[config.mk]
export PLATFORM = sky130hd
export DESIGN_NAME = riscv_test_monitor
export DESIGN_NICKNAME = d
export VERILOG_FILES = /design/src/rtl/riscv_mon_pkg.sv /design/src/rtl/monitor_trace_fifo.sv /design/src/rtl/riscv_test_monitor.sv
export SDC_FILE = /design/constraint.sdc
export NUM_CORES = 1
export LEC_CHECK = 0
export CORE_ASPECT_RATIO = 0.6
export CORE_MARGIN = 2
export CORE_UTILIZATION = 30
export CTS_CLUSTER_SIZE = 14
export DETAILED_ROUTE_END_ITERATION = 6
export SETUP_SLACK_MARGIN = 0.15
export SLEW_MARGIN = 20
export SYNTH_ARGS = -nofsm -noshare
export SYNTH_HDL_FRONTEND = slang
export SYNTH_SLANG_ARGS = --single-unit
[constraint.sdc]
create_clock -name clk -period 9.17 [get_ports clk]
set_clock_uncertainty 0.05 [all_clocks]
set_input_delay 2.751 -clock clk [delete_from_list [all_inputs] [get_ports clk]]
set_output_delay 2.751 -clock clk [all_outputs]
set_load 0.05 [all_outputs]
[src/rtl/riscv_mon_pkg.sv]
`default_nettype none
// ----------------------------------------------------------------------------
// riscv_mon_pkg : shared types and constants for the riscv_soc test monitor
// Rev 1.0
// ----------------------------------------------------------------------------
package riscv_mon_pkg;

    typedef enum logic [2:0] {
        ST_RUN     = 3'd0,
        ST_SETTLE  = 3'd1,
        ST_PASS    = 3'd2,
        ST_FAIL    = 3'd3,
        ST_TIMEOUT = 3'd4
    } mon_state_e;

    localparam int DONE_VAL = 1;
    localparam int PASS_VAL = 1;

    function automatic int trace_width(input int xlen);
        return 2 * xlen;
    endfunction

    localparam int TRACE_W = trace_width(32);

endpackage
`default_nettype wire

[src/rtl/monitor_trace_fifo.sv]
`default_nettype none
// ----------------------------------------------------------------------------
// monitor_trace_fifo : circular jump-trace buffer with overflow flag and
//                      registered read port
// Rev 1.0
// ----------------------------------------------------------------------------
module monitor_trace_fifo #(
    parameter int DEPTH = 16,
    parameter int WIDTH = 64,
    parameter int OVWR  = 1
) (
    input  logic                       clk,
    input  logic                       rst,
    input  logic                       wr_en_i,
    input  logic [WIDTH-1:0]           wr_data_i,
    input  logic                       rd_en_i,
    output logic                       rd_valid_o,
    output logic [WIDTH-1:0]           rd_data_o,
    output logic [$clog2(DEPTH):0]     count_o,
    output logic                       overflow_o
);

    localparam int AW = $clog2(DEPTH);
    localparam int CW = AW + 1;
    localparam logic [CW-1:0] C_FULL = CW'(DEPTH);

    logic [WIDTH-1:0] mem_q [DEPTH];
    logic [AW-1:0]    rp_q, rp_d, wp_q, wp_d;
    logic [CW-1:0]    cnt_q, cnt_d;
    logic             ovf_q, ovf_d;
    logic             rdv_q;
    logic [WIDTH-1:0] rdd_q;
    logic             w_do_rd, w_push_new, w_mem_we, w_full;

    assign w_full  = (cnt_q == C_FULL);
    assign w_do_rd = rd_en_i && (cnt_q != '0);

    always_comb begin
        rp_d       = rp_q;
        wp_d       = wp_q;
        cnt_d      = cnt_q;
        ovf_d      = ovf_q;
        w_mem_we   = 1'b0;
        w_push_new = 1'b0;
        if (w_do_rd) begin
            rp_d = rp_q + AW'(1);
        end
        if (wr_en_i) begin
            // A same-cycle pop frees the oldest slot, so a full buffer still accepts
            if (!w_full || w_do_rd) begin
                w_mem_we   = 1'b1;
                w_push_new = 1'b1;
                wp_d       = wp_q + AW'(1);
            end else begin
                ovf_d = 1'b1;
                if (OVWR != 0) begin
                    w_mem_we = 1'b1;
                    wp_d     = wp_q + AW'(1);
                    rp_d     = rp_q + AW'(1);
                end
            end
        end
        if (w_push_new && !w_do_rd) begin
            cnt_d = cnt_q + CW'(1);
        end else if (w_do_rd && !w_push_new) begin
            cnt_d = cnt_q - CW'(1);
        end
    end

    always_ff @(posedge clk) begin
        if (rst) begin
            rp_q  <= '0;
            wp_q  <= '0;
            cnt_q <= '0;
            ovf_q <= 1'b0;
            rdv_q <= 1'b0;
            rdd_q <= '0;
        end else begin
            rp_q  <= rp_d;
            wp_q  <= wp_d;
            cnt_q <= cnt_d;
            ovf_q <= ovf_d;
            rdv_q <= w_do_rd;
            if (w_do_rd) begin
                rdd_q <= mem_q[rp_q];
            end
        end
    end

    always_ff @(posedge clk) begin
        if (w_mem_we) begin
            mem_q[wp_q] <= wr_data_i;
        end
    end

    assign rd_valid_o = rdv_q;
    assign rd_data_o  = rdd_q;
    assign count_o    = cnt_q;
    assign overflow_o = ovf_q;

endmodule
`default_nettype wire

[src/rtl/riscv_test_monitor.sv]
`default_nettype none
// ----------------------------------------------------------------------------
// riscv_test_monitor : end-of-test monitor (pass/fail/timeout + jump trace)
// Rev 1.0
// ----------------------------------------------------------------------------
module riscv_test_monitor
    import riscv_mon_pkg::*;
#(
    parameter int XLEN        = 32,
    parameter int TRACE_DEPTH = 16,
    parameter int SETTLE_CYC  = 3,
    parameter int TIMEOUT_CYC = 100000,
    parameter int TRACE_OVWR  = 1
) (
    input  logic                          clk,
    input  logic                          rst,
    input  logic                          jump_en,
    input  logic [XLEN-1:0]               pc_ex,
    input  logic [XLEN-1:0]               jump_addr,
    input  logic [XLEN-1:0]               done_reg,
    input  logic [XLEN-1:0]               pass_reg,
    input  logic [XLEN-1:0]               testnum_reg,
    output logic                          test_done,
    output logic                          test_pass,
    output logic                          test_fail,
    output logic                          test_timeout,
    output logic [XLEN-1:0]               fail_testnum,
    output logic [31:0]                   jump_count,
    input  logic                          trace_rd_en,
    output logic                          trace_rd_valid,
    output logic [2*XLEN-1:0]             trace_rd_data,
    output logic [$clog2(TRACE_DEPTH):0]  trace_count,
    output logic                          trace_overflow
);

    localparam int SW = $clog2(SETTLE_CYC + 1);
    localparam logic [SW-1:0]   C_SETTLE_LOAD = SW'(SETTLE_CYC - 1);
    localparam logic [31:0]     C_TO_LAST     = (TIMEOUT_CYC == 0) ? 32'd0 : 32'(TIMEOUT_CYC - 1);

    mon_state_e        state_q, state_d;
    logic [SW-1:0]     settle_q, settle_d;
    logic [31:0]       to_cnt_q;
    logic [XLEN-1:0]   fnum_q, fnum_d;
    logic [31:0]       jc_q;
    logic              done_q, pass_q, fail_q, timeout_q;
    logic              w_active, w_to_hit, w_rec;

    assign w_active = (state_q == ST_RUN) || (state_q == ST_SETTLE);
    assign w_to_hit = (TIMEOUT_CYC != 0) && w_active && (to_cnt_q == C_TO_LAST);
    assign w_rec    = jump_en && w_active;

    always_comb begin
        state_d  = state_q;
        settle_d = settle_q;
        fnum_d   = fnum_q;
        case (state_q)
            ST_RUN: begin
                if (w_to_hit) begin
                    state_d = ST_TIMEOUT;
                end else if (done_reg == XLEN'(DONE_VAL)) begin
                    state_d  = ST_SETTLE;
                    settle_d = C_SETTLE_LOAD;
                end
            end
            ST_SETTLE: begin
                // The watchdog takes priority over a coincident pass/fail sample
                if (w_to_hit) begin
                    state_d = ST_TIMEOUT;
                end else if (settle_q == '0) begin
                    state_d = (pass_reg == XLEN'(PASS_VAL)) ? ST_PASS : ST_FAIL;
                    fnum_d  = testnum_reg;
                end else begin
                    settle_d = settle_q - SW'(1);
                end
            end
            default: begin
                state_d = state_q;
            end
        endcase
    end

    always_ff @(posedge clk) begin
        if (rst) begin
            state_q   <= ST_RUN;
            settle_q  <= '0;
            to_cnt_q  <= '0;
            fnum_q    <= '0;
            jc_q      <= '0;
            done_q    <= 1'b0;
            pass_q    <= 1'b0;
            fail_q    <= 1'b0;
            timeout_q <= 1'b0;
        end else begin
            state_q   <= state_d;
            settle_q  <= settle_d;
            fnum_q    <= fnum_d;
            if ((TIMEOUT_CYC != 0) && w_active) begin
                to_cnt_q <= to_cnt_q + 32'd1;
            end
            if (w_rec && (jc_q != 32'hFFFF_FFFF)) begin
                jc_q <= jc_q + 32'd1;
            end
            done_q    <= (state_d == ST_PASS) || (state_d == ST_FAIL) || (state_d == ST_TIMEOUT);
            pass_q    <= (state_d == ST_PASS);
            fail_q    <= (state_d == ST_FAIL);
            timeout_q <= (state_d == ST_TIMEOUT);
        end
    end

    monitor_trace_fifo #(
        .DEPTH (TRACE_DEPTH),
        .WIDTH (2 * XLEN),
        .OVWR  (TRACE_OVWR)
    ) u_trace (
        .clk        (clk),
        .rst        (rst),
        .wr_en_i    (w_rec),
        .wr_data_i  ({pc_ex, jump_addr}),
        .rd_en_i    (trace_rd_en),
        .rd_valid_o (trace_rd_valid),
        .rd_data_o  (trace_rd_data),
        .count_o    (trace_count),
        .overflow_o (trace_overflow)
    );

    assign test_done    = done_q;
    assign test_pass    = pass_q;
    assign test_fail    = fail_q;
    assign test_timeout = timeout_q;
    assign fail_testnum = fnum_q;
    assign jump_count   = jc_q;

endmodule
`default_nettype wire

==> metrics.yaml <==
status: "complete, no violations"
cts_tree: "done"
crit_path_cell_trace: "clkdlybuf4s50_1, and2_1, nand2_1, nor2_4, buf_4"
setup_viol: 0
antenna_found_initial: 11
hold_violations: 0
wl_per_cell_um: 23.97
critPathLaunchType: "input pin"
wl_um: 111700
internal_power_uw: 9717
async_reset_ff_share_pct: 0
nets: 2710
cts_buffer_depth: 3
fill_cells: 14021
drtAntennaViolNets: 0
post_cts_resized: 0
synth_area_per_cell_um2: 20.91
synthCells: 2191
port_buffers: 302
clk_pin_slew_ps: 60
end_kind: "register"
seq_area_frac_synth_pct: 75.17
yosys_warnings: 0
syn_to_final_growth_pct: 19.82
p_clk_share_pct: 35.1
hold_path_class: "reg2reg"
hold_path_depth: 2
initial_utilization_pct: 30.09
grt_use_total_pct: 14.20
postLayoutCoreUtil_pct: 36.06
cp_slowest_stage_delay_ps: 850
irDropWorstVdd_v: 0.0001684
tns_ps: 0
routabilityCongestion: 0.7865
post_cts_buffers: 0
power.share.sequential_pct: 47.3
fp-row-count: 111
dr.pass1.iters: 5
ys_ff_latch: 1208
required_ps: 9480
insertion_delay_ps: 730
htree_levels: 3
cts_buffers: 111
grt_pass1_wl_um: 163000
cp.arrival_ps: 5660
synthesis.area_um2: 45810
clock_sinks: 1208
fmax_mhz: 187.1
p_leak_uw: 0.01693
period_share_pct: 58.28
cp_slowest_cell: "buf_4"
slew_headroom_pct: 25.87
critPathMaxFanout: 49
worst_pin_slew_ps: 1112
layout_min_cycle_time_ps: 5344
dominantRegCellSynth: "edfxtp_1"
drt_iter0_markers: 2386
grt_max_degree: 136
power_switching_uw: 3499
ctsHoldBuffers: 0
die_h_um: 306.7
power_uw: 13220
io_pins: 303
path_class: "in2reg"
rsz0062_at_grt: "no"
slew_viol_final: 0
dp_hpwl_um: 65240
vias_per_cell: 4.852
die_w_um: 508.5
combinationalPowerShare_pct: 17.6
drc: 0
core_area_um2: 152200
powerDensity_nw_per_um2: 240.8
num_vias: 22616
synth_nets: 2369
root_buffer: "clkbuf_16"
r2r_cells: 5
grt_pass1_vias: 22652
drive_gt1_share_pct: 21.23
synth_edf_count: 1024
cap_viol_max_count: 0
ys_types: 55
swShare_pct: 26.48
die_area_um2: 155900
gr-total-overflow: 0
## metrics by stage
stage	worst slack, ps	std cells	hold slack, ps	cell area [um^2]
floorplan	891.4	2191	380.2	45810
global placement	3143	4453	392.7	51250
detailed placement	3089	4453	407.0	51250
CTS	3836	4658	415.5	54880
global route	3703	4660	439.8	54890
finish	3826	4661	415.6	54890
## final cells by class
class / count / area [um^2] / area share [%]
flip-flops and latches: 1208 / 34450 / 62.76
clock inverters: 59 / 650.6 / 1.185
inverters: 13 / 48.80 / 0.08890
well taps: 2034 / 2545 / 4.637
multi-input cells: 862 / 10900 / 19.85
repair buffers: 336 / 3313 / 6.036
diodes: 3 / 7.507 / 0.01368
clock buffers: 146 / 2980 / 5.430
## state kept, by name (all words and copies together), names as in the netlist, 2 cells and up
| register | cells |
|---|---|
| settle_q | 2 |
| u_trace.rd_data_o | 64 |
| state_q | 3 |
| u_trace.count_o | 5 |
| u_trace.rp_q | 4 |
| fail_testnum | 32 |
| jump_count | 32 |
| to_cnt_q | 32 |
| u_trace.wp_q | 4 |
| u_trace.mem_q | 1024 |
## Yosys cell counts, types with 2 or more instances
library cell  instances  area share [%]
nor2b_1               4           0.055
nor4b_1               3           0.057
clkbuf_1             54            0.44
or2_2                 2           0.027
nand2_1              42            0.34
mux4_2              320              16
a21oi_1              20            0.22
buf_2                15            0.16
ha_1                 13            0.36
buf_1                10           0.082
edfxtp_1           1024              67
and2_1                3           0.041
nand3_1              32            0.35
nor4_1               20            0.27
nor2_1              133             1.1
mux2i_1              34            0.74
o21ai_0               9           0.098
buf_6                 6            0.15
inv_1                13            0.11
or3_1                 9            0.12
a22o_1               64             1.2
nor4_2                2           0.055
nand2b_1              3           0.041
buf_4                23            0.38
nor3_2                5            0.11
nand4_1              25            0.34
and4_1                8            0.15
nand4_2               2           0.055
dfxtp_1             184             8.0
xnor2_1              19            0.36
nor3_1               13            0.14
xor2_1               45            0.86
and3_1               10            0.14
## cells by family (layout without fill, tap and decap cells)
| logic type | after synthesis | after routing | synth area share (%) |
|---|---|---|---|
| AND/OR/NAND/NOR | 327 | 327 | 3.633 |
| other | 0 | 3 | 0 |
| flip-flops | 1208 | 1208 | 75.17 |
| XOR/XNOR | 64 | 64 | 1.224 |
| adder cells (fa/ha/maj) | 14 | 14 | 0.3988 |
| buffers and inverters | 121 | 554 | 1.319 |
| multiplexers | 354 | 354 | 16.48 |
| AO/OA/AOI/OAI | 103 | 103 | 1.781 |
## cell usage in the layout (no fill, tap or decap), types with 8 or more instances in the layout
cell                n
edfxtp_1         1024
mux4_2            320
clkdlybuf4s50_1   301
dfxtp_1           180
nor2_1            120
clkbuf_16         112
a22o_1             64
xor2_1             45
nand2_1            42
mux2i_1            34
nand3_1            32
buf_4              32
clkbuf_1           29
nand4_1            25
a21oi_1            20
nor4_1             20
xnor2_1            19
clkinv_2           18
clkinv_1           18
inv_1              13
nor2_4             13
ha_1               13
and3_1             10
nor3_2              9
or3_1               9
nor3_1              9
o21ai_0             9
and4_1              8
bufinv_16           8
## power groups by stage
stage	Combinational (uW)	Clock (uW)	Sequential, uW
floorplan	1310	0	6650
global placement	2360	0	6380
detailed placement	2360	0	6380
CTS	2370	4770	6260
global route	2470	4990	6280
finish	2320	4640	6260
## critical path, delay by kind of cell
family | cells | cell delay, ps
and+or+nand+nor | 3 | 1530
buffers and inverters | 2 | 1310
## layer usage
metal	share of wire, %	global-route usage [%]	vias to the layer above
li1	-	-	9725
met1	49	22.68	12030
met2	42	19.45	714
met3	6.5	3.079	137
met4	1.8	3.122	10
met5	0.059	0	-
## path summary, 6_finish.rpt
| kind | startpoint | to | slack [ps] |
|---|---|---|---|
| worst max-delay path | jump_en | u_trace.mem_q[7][24] | 3830 |
| worst min-delay path | settle_q[1] | settle_q[1] | 420 |
| worst max register to register | state_q[2] | u_trace.mem_q[7][24] | 5300 |
| worst min register to register | settle_q[1] | settle_q[1] | 420 |
(Power assumes the default switching activity.)
